[src/rtl/idex_stage_reg_pkg.sv]
// Shared definitions for the ID->EX stage register: occupancy states and control-field layout.
package idex_stage_reg_pkg;

  typedef enum logic [1:0] {
    OCC_EMPTY = 2'd0,
    OCC_ONE   = 2'd1,
    OCC_FULL  = 2'd2
  } occ_e;

  // Bit offsets of the decoded control fields inside the CTRL_W payload
  localparam int unsigned CTRL_ALUSRC  = 0;
  localparam int unsigned CTRL_MEMRD   = 1;
  localparam int unsigned CTRL_MEMWR   = 2;
  localparam int unsigned CTRL_WBSEL   = 3;   // 2 bits
  localparam int unsigned CTRL_REGWR   = 5;
  localparam int unsigned CTRL_JALR    = 6;
  localparam int unsigned CTRL_JMP     = 7;
  localparam int unsigned CTRL_BRANCH  = 8;
  localparam int unsigned CTRL_ALUOP   = 9;   // 5 bits
  localparam int unsigned CTRL_FUNCT3  = 14;  // 3 bits
  localparam int unsigned CTRL_FUNCT7  = 17;  // 7 bits

endpackage

[src/rtl/idex_stage_reg_sat_cnt.sv]
// Saturating up-counter with enable; sticks at all-ones until reset.
module idex_stage_reg_sat_cnt #(
  parameter int unsigned CNT_W = 16
) (
  input  logic             clk,
  input  logic             rstn,
  input  logic             inc_i,
  output logic [CNT_W-1:0] cnt_o
);

  logic [CNT_W-1:0] cnt_q, cnt_d;

  always_comb begin
    cnt_d = cnt_q;
    if (inc_i && (cnt_q != {CNT_W{1'b1}})) cnt_d = cnt_q + CNT_W'(1);
  end

  always_ff @(posedge clk or negedge rstn) begin
    if (!rstn) cnt_q <= '0;
    else       cnt_q <= cnt_d;
  end

  assign cnt_o = cnt_q;

endmodule

[src/rtl/idex_stage_reg.sv]
// ID->EX pipeline register with valid/ready handshake, optional skid entry and stall counter.
module idex_stage_reg
  import idex_stage_reg_pkg::*;
#(
  parameter int unsigned XLEN   = 64,
  parameter int unsigned CTRL_W = 24,
  parameter int unsigned TAG_W  = 15,
  parameter int unsigned SKID   = 1,
  parameter int unsigned CNT_W  = 16
) (
  input  logic                clk,
  input  logic                rstn,
  input  logic                flush,
  input  logic                in_valid,
  output logic                in_ready,
  input  logic [CTRL_W-1:0]   in_ctrl,
  input  logic [TAG_W-1:0]    in_tag,
  input  logic [4*XLEN-1:0]   in_data,
  output logic                out_valid,
  input  logic                out_ready,
  output logic [CTRL_W-1:0]   out_ctrl,
  output logic [TAG_W-1:0]    out_tag,
  output logic [4*XLEN-1:0]   out_data,
  output logic [CNT_W-1:0]    stall_cnt
);

  localparam int unsigned DATA_W = 4 * XLEN;

  occ_e              state_q, state_d;
  logic              valid_q, valid_d;
  logic              rdy_q, rdy_d;
  logic [CTRL_W-1:0] main_ctrl_q, main_ctrl_d, skid_ctrl_q, skid_ctrl_d;
  logic [TAG_W-1:0]  main_tag_q, main_tag_d, skid_tag_q, skid_tag_d;
  logic [DATA_W-1:0] main_data_q, main_data_d, skid_data_q, skid_data_d;
  logic              in_fire, out_fire;

  // With the skid entry, ready comes straight from a flop; without it, ready looks through to EX
  assign in_ready = (SKID != 0) ? rdy_q : (~valid_q | out_ready);
  assign in_fire  = in_valid & in_ready;
  assign out_fire = valid_q & out_ready;

  always_comb begin
    state_d     = state_q;
    main_ctrl_d = main_ctrl_q;
    main_tag_d  = main_tag_q;
    main_data_d = main_data_q;
    skid_ctrl_d = skid_ctrl_q;
    skid_tag_d  = skid_tag_q;
    skid_data_d = skid_data_q;
    if (SKID != 0) begin
      case (state_q)
        OCC_EMPTY: begin
          if (in_fire) begin
            main_ctrl_d = in_ctrl;
            main_tag_d  = in_tag;
            main_data_d = in_data;
            state_d     = OCC_ONE;
          end
        end
        OCC_ONE: begin
          if (out_fire && in_fire) begin
            main_ctrl_d = in_ctrl;
            main_tag_d  = in_tag;
            main_data_d = in_data;
          end else if (out_fire) begin
            main_ctrl_d = '0;
            state_d     = OCC_EMPTY;
          end else if (in_fire) begin
            skid_ctrl_d = in_ctrl;
            skid_tag_d  = in_tag;
            skid_data_d = in_data;
            state_d     = OCC_FULL;
          end
        end
        OCC_FULL: begin
          if (out_fire) begin
            main_ctrl_d = skid_ctrl_q;
            main_tag_d  = skid_tag_q;
            main_data_d = skid_data_q;
            skid_ctrl_d = '0;
            state_d     = OCC_ONE;
          end
        end
        default: state_d = OCC_EMPTY;
      endcase
    end else begin
      if (in_fire) begin
        main_ctrl_d = in_ctrl;
        main_tag_d  = in_tag;
        main_data_d = in_data;
        state_d     = OCC_ONE;
      end else if (out_fire) begin
        main_ctrl_d = '0;
        state_d     = OCC_EMPTY;
      end
    end
    // Redirect kills held entries and this cycle's input; tag/data are don't-care once invalid
    if (flush) begin
      state_d     = OCC_EMPTY;
      main_ctrl_d = '0;
      skid_ctrl_d = '0;
    end
  end

  assign valid_d = (state_d != OCC_EMPTY);
  assign rdy_d   = (state_d != OCC_FULL);

  always_ff @(posedge clk or negedge rstn) begin
    if (!rstn) begin
      state_q     <= OCC_EMPTY;
      valid_q     <= 1'b0;
      rdy_q       <= 1'b1;
      main_ctrl_q <= '0;
      main_tag_q  <= '0;
      main_data_q <= '0;
      skid_ctrl_q <= '0;
      skid_tag_q  <= '0;
      skid_data_q <= '0;
    end else begin
      state_q     <= state_d;
      valid_q     <= valid_d;
      rdy_q       <= rdy_d;
      main_ctrl_q <= main_ctrl_d;
      main_tag_q  <= main_tag_d;
      main_data_q <= main_data_d;
      skid_ctrl_q <= skid_ctrl_d;
      skid_tag_q  <= skid_tag_d;
      skid_data_q <= skid_data_d;
    end
  end

  assign out_valid = valid_q;
  assign out_ctrl  = main_ctrl_q;
  assign out_tag   = main_tag_q;
  assign out_data  = main_data_q;

  idex_stage_reg_sat_cnt #(
    .CNT_W (CNT_W)
  ) u_stall_cnt (
    .clk   (clk),
    .rstn  (rstn),
    .inc_i (valid_q & ~out_ready),
    .cnt_o (stall_cnt)
  );

endmodule

[config.mk]
export PLATFORM = sky130hd
export DESIGN_NAME = idex_stage_reg
export DESIGN_NICKNAME = d
export VERILOG_FILES = /design/src/rtl/idex_stage_reg_pkg.sv /design/src/rtl/idex_stage_reg_sat_cnt.sv /design/src/rtl/idex_stage_reg.sv
export SDC_FILE = /design/constraint.sdc
export NUM_CORES = 1
export LEC_CHECK = 0
export ABC_AREA = 1
export CAP_MARGIN = 20
export CORE_AREA = 2 2 237 239
export DETAILED_ROUTE_END_ITERATION = 10
export DIE_AREA = 0 0 239 241
export HOLD_SLACK_MARGIN = 0.05
export PLACE_DENSITY = 0.77
export SKIP_CTS_REPAIR_TIMING = 1
export SLEW_MARGIN = 20
export SYNTH_ARGS = -nofsm -noshare
export SYNTH_HDL_FRONTEND = slang
export SYNTH_SLANG_ARGS = --single-unit
[constraint.sdc]
create_clock -name clk -period 2.9 [get_ports clk]
set_clock_uncertainty 0.1 [all_clocks]
set_input_delay 0.435 -clock clk [delete_from_list [all_inputs] [get_ports clk]]
set_output_delay 0.435 -clock clk [all_outputs]
set_load 0.02 [all_outputs]
==> results of run 1 <==
==> flip-flops by register name, indices dropped and copies added, names as in the netlist <==
name	cells
skid_ctrl_q	24
out_tag	15
state_q	2
out_ctrl	24
u_stall_cnt.cnt_o	16
skid_tag_q	15
in_ready	1
skid_data_q	256
out_data	256
out_valid	1
==> through the flow <==
| stage | instance area (µm²) | instances | util, % | total power [mW] | hold slack (ns) |
|---|---|---|---|---|---|
| floorplan | 26200 | 3099 | - | 21.1 | 0.0394 |
| global placement | 32800 | 4273 | 59.8 | 27.2 | 0.322 |
| detailed placement | 32800 | 4273 | 59.8 | 27.6 | 0.321 |
| CTS | 35100 | 4394 | 63.9 | 36.3 | -0.326 |
| global route | 35100 | 4398 | 63.9 | 38.3 | 0.302 |
| finish | 35100 | 4399 | 63.9 | 36.1 | 0.305 |
==> worst max path at each step <==
stage                     slack [ns]  depth (start not counted)                         end
after floorplan                 1.12                         10  skid_data_q[0]$_DFFE_PN0P_
after global placement          0.46                          9    out_data[33]$_DFFE_PN0P_
after detailed placement        0.37                          9    out_data[40]$_DFFE_PN0P_
after CTS                       0.43                          7   out_data[143]$_DFFE_PN0P_
after global routing            0.25                          9    out_data[38]$_DFFE_PN0P_
final                           0.43                          8   out_data[155]$_DFFE_PN0P_
==> worst max-delay path, delay by kind of cell, from the launching register on <==
kind                     cells  cell delay, ns
AO/OA/AOI/OAI                2            0.25
buffers and inverters        4            1.04
AND/OR/NAND/NOR              1            0.10
adder cells (fa/ha/maj)      1            0.34
flip-flops                   1            0.42
==> layer usage <==
metal / vias to the layer above / track usage, % / share of wire [%]
li1: 10900 / - / -
met1: 10500 / 31.3 / 40
met2: 776 / 40.4 / 48
met3: 193 / 6.42 / 8.0
met4: 8 / 12.4 / 4.7
met5: - / 0 / 0.074
==> kinds of logic after synthesis <==
family / count (synthesis) / share of synthesized area [%]
AOI/OAI and AO/OA: 852 / 16.3
xor gates and xnor gates: 8 / 0.267
adders and majority gates: 5 / 0.238
buffers and inverters: 521 / 8.77
DFF: 610 / 58.2
and+or+nand+nor: 1103 / 16.3
==> final cells by class <==
class / count / share of cell area, %
Clock inverter: 27 / 0.963
Timing Repair Buffer: 670 / 19.4
Clock buffer: 94 / 5.38
Sequential cell: 610 / 43.5
Multi-Input combinational cell: 1968 / 24.8
Inverter: 322 / 3.47
Tap cell: 704 / 2.51
Antenna cell: 4 / 0.0285
==> placed cells by master (no fill, tap or decap), types with 18 or more instances in the layout <==
master | synthesis | final
nand2_1 | 1003 | 1003
o21ai_0 | 719 | 719
clkdlybuf4s50_1 | 0 | 611
dfrtp_1 | 609 | 609
inv_1 | 320 | 319
o21ai_1 | 131 | 131
nand3_1 | 69 | 69
clkbuf_16 | 0 | 67
buf_4 | 22 | 39
nor2_1 | 19 | 19
buf_12 | 0 | 18
==> power by group through the flow <==
stage	clock network [mW]	logic [mW]	registers, mW
detailed placement	0	13.0	14.6
global route	9.12	14.1	15.0
CTS	8.76	13.0	14.5
floorplan	0	4.38	16.7
global placement	0	12.7	14.5
finish	8.61	12.9	14.6
==> results.md, run 1 <==
- Global routing used 25.0% of the available tracks across all layers.
- The portion of the post-synthesis area used by sequential elements is 58.2%.
- The share of total power dissipated in sequential elements is 40.3%.
- The leakage component of the power is 17.3 nW.
- The global route total overflow is 0.
- The top cell type's share of synthesized area is 58.1%.
- The first global-routing pass estimated 114 mm of wire.
- The max-slew violation total from the final report is 0.
- In the final design database the tool counted 3944 nets.
- Across all setup checks in the final design, the least slack found is 0.427 ns.
- The run finished with clean final reports.
- In this run the vertical extent of the chip is 241 µm.
- After floorplanning, the core was divided into 86 placement rows.
- The count of input and output buffers is 612.
- Of all cell types, the one taking the most synthesized area is dfrtp_1.
- The level count of the clock H-tree is 3.
- The relative area change from synthesis to final layout is 33.7%.
- The count of endpoints failing hold in the final timing report is 0.
- The via count is 22400.
- In this run the clock root is driven by a clkbuf_16.
- 613 I/O pins were placed.
- The horizontal extent of the die is 239 µm.
- The number of enable flip-flop cells after synthesis is 0.
- After synthesis, the most frequently instantiated cells are nand2_1, o21ai_0, dfrtp_1.
- The number of cells on the worst reg-to-reg path is 8.
- After legalization and detailed placement, the total HPWL measured 50.3 mm.
- Setup repair after global routing left no endpoint under its margin.
- After detailed routing, the number of vias per cell comes to 5.09.
- Fill cells in the final layout number 4470.
- Of the available clock period, the critical path in the final layout requires 85.3%.
- The max-capacitance violation count is 0.
- The final weighted congestion in routability-driven placement is 0.815.
- Dividing total power by cell area gives a power density of 1030 nW/µm².
- The capture point of the worst reg-to-reg path is out_data[155]$_DFFE_PN0P_.
- The detailed-routing iteration count for the pre-antenna-repair pass is 8.
- The critical path in this run is classified as flip-flop to flip-flop.
- The type of element launching the critical path is a flip-flop.
- For this configuration, the core starts out at a cell density of 47.8%.
- The peak supply drop is 612 µV.
- At the placement stage, the worst setup path has a slack of 0.372 ns.
- The register bit total from synthesis is 610.
- Cell internal power was estimated by the tool at 23.2 mW.
- Synthesis produced a netlist whose cell count is 3099.
- TritonCTS built the clock tree.
- The slowest stage of the critical path belongs to the cell dfrtp_1.
- After detailed routing, the number of remaining DRC violations is 0.
- The total clock buffers created by CTS is 67.
- Traced cell by cell, the critical path runs through inv_1 > ha_1 > inv_8 > buf_12 > buf_12 > nand2_1 > o21ai_0 > o21ai_0.
- In this design, the stage delay of the slowest critical-path cell is 0.42 ns.
- The worst setup path startpoint is state_q[0]$_DFF_PN0_.
- The clock period minus worst slack is 2.47 ns.
- The aggregate negative setup slack is 0 ns.
- Counting along the longest clock path gives a buffer depth of 3.
- Setup violations remaining at the end of the flow were counted as 0.
- The data arrival time at the worst-slack endpoint is 2.83 ns.
- By area the synthesized netlist is led by dfrtp_1, nand2_1, o21ai_0.
- The synthesized area per cell is 8.47 µm².
- The clock slew at the register clock pins of the worst setup and hold paths is 0.06 ns.
- The switching fraction of total power is 35.9%.
- The number of warnings printed during yosys synthesis is 0.
- Dividing the detail-routed wire length by the instance count gives 16.6 µm.
- The prevailing post-synth register cell is dfrtp_1.
- The latest clock arrival within the worst-skew pair is 0.59 ns.
- Wires add up to 72.8 mm.
- The highest net fanout along the worst path is 97.
- The number of nets in the synthesized netlist is 3404.
- The number of distinct library cells after synthesis is 25.
- In this run the tightest slew margin relative to its limit is 63.1%.
- The pin slew with the least headroom to its limit is 0.553 ns.
- The register-to-register setup slack is 0.43 ns.
- The analysis attributes to net switching a power of 13.0 mW.
- The data required time of the worst path is 3.26 ns.
- Counting flops with an async set or reset pin after synthesis yields a share of 100%.
- The number of antenna violations at the first check in global routing is 8.
- The initial DRC count is 1711.
- The largest net degree at the start of global routing is 98.
- The total area of sequential cells is 15300 µm².
- After floorplanning, the core was sized to cover 54900 µm².
- The most common cell in the synthesized netlist is nand2_1.
- Of the cells placed in the final design, the portion with a size suffix greater than 1 is 4.77%.
- The relative contribution of combinational cells to total power is 35.8%.
- The count of nets left with antenna violations once routing finished came out at 0.
- Summing all multi-input logic gate instances after layout gives 8690 µm².
- The maximum frequency from static timing analysis is 404 MHz.
- In this run, the clock network consumes 23.8% of the power.
- Counting every sink on the clock net gives 610.
- The synthesized cell area is 26200 µm².
- The via count of the first global-routing pass came to 21100.
- The startpoint identified for the worst register-to-register timing path is state_q[0]$_DFF_PN0_.
- The class of the worst hold path is input pin to asynchronous set/reset pin.
- STA classifies the critical path endpoint as a flip-flop.
- The area enclosed by the die boundary is 57600 µm².
(Power assumes the default switching activity.)
==> inputs of run 2 (changes only) <==
--- a/config.mk
+++ b/config.mk
@@ -17,3 +17,4 @@
 export SYNTH_ARGS = -nofsm -noshare
 export SYNTH_HDL_FRONTEND = slang
 export SYNTH_SLANG_ARGS = --single-unit
+export TNS_END_PERCENT = 10
==> results of run 2 <==
No change in the layout: final DEF, timing and power equal those of run 1.
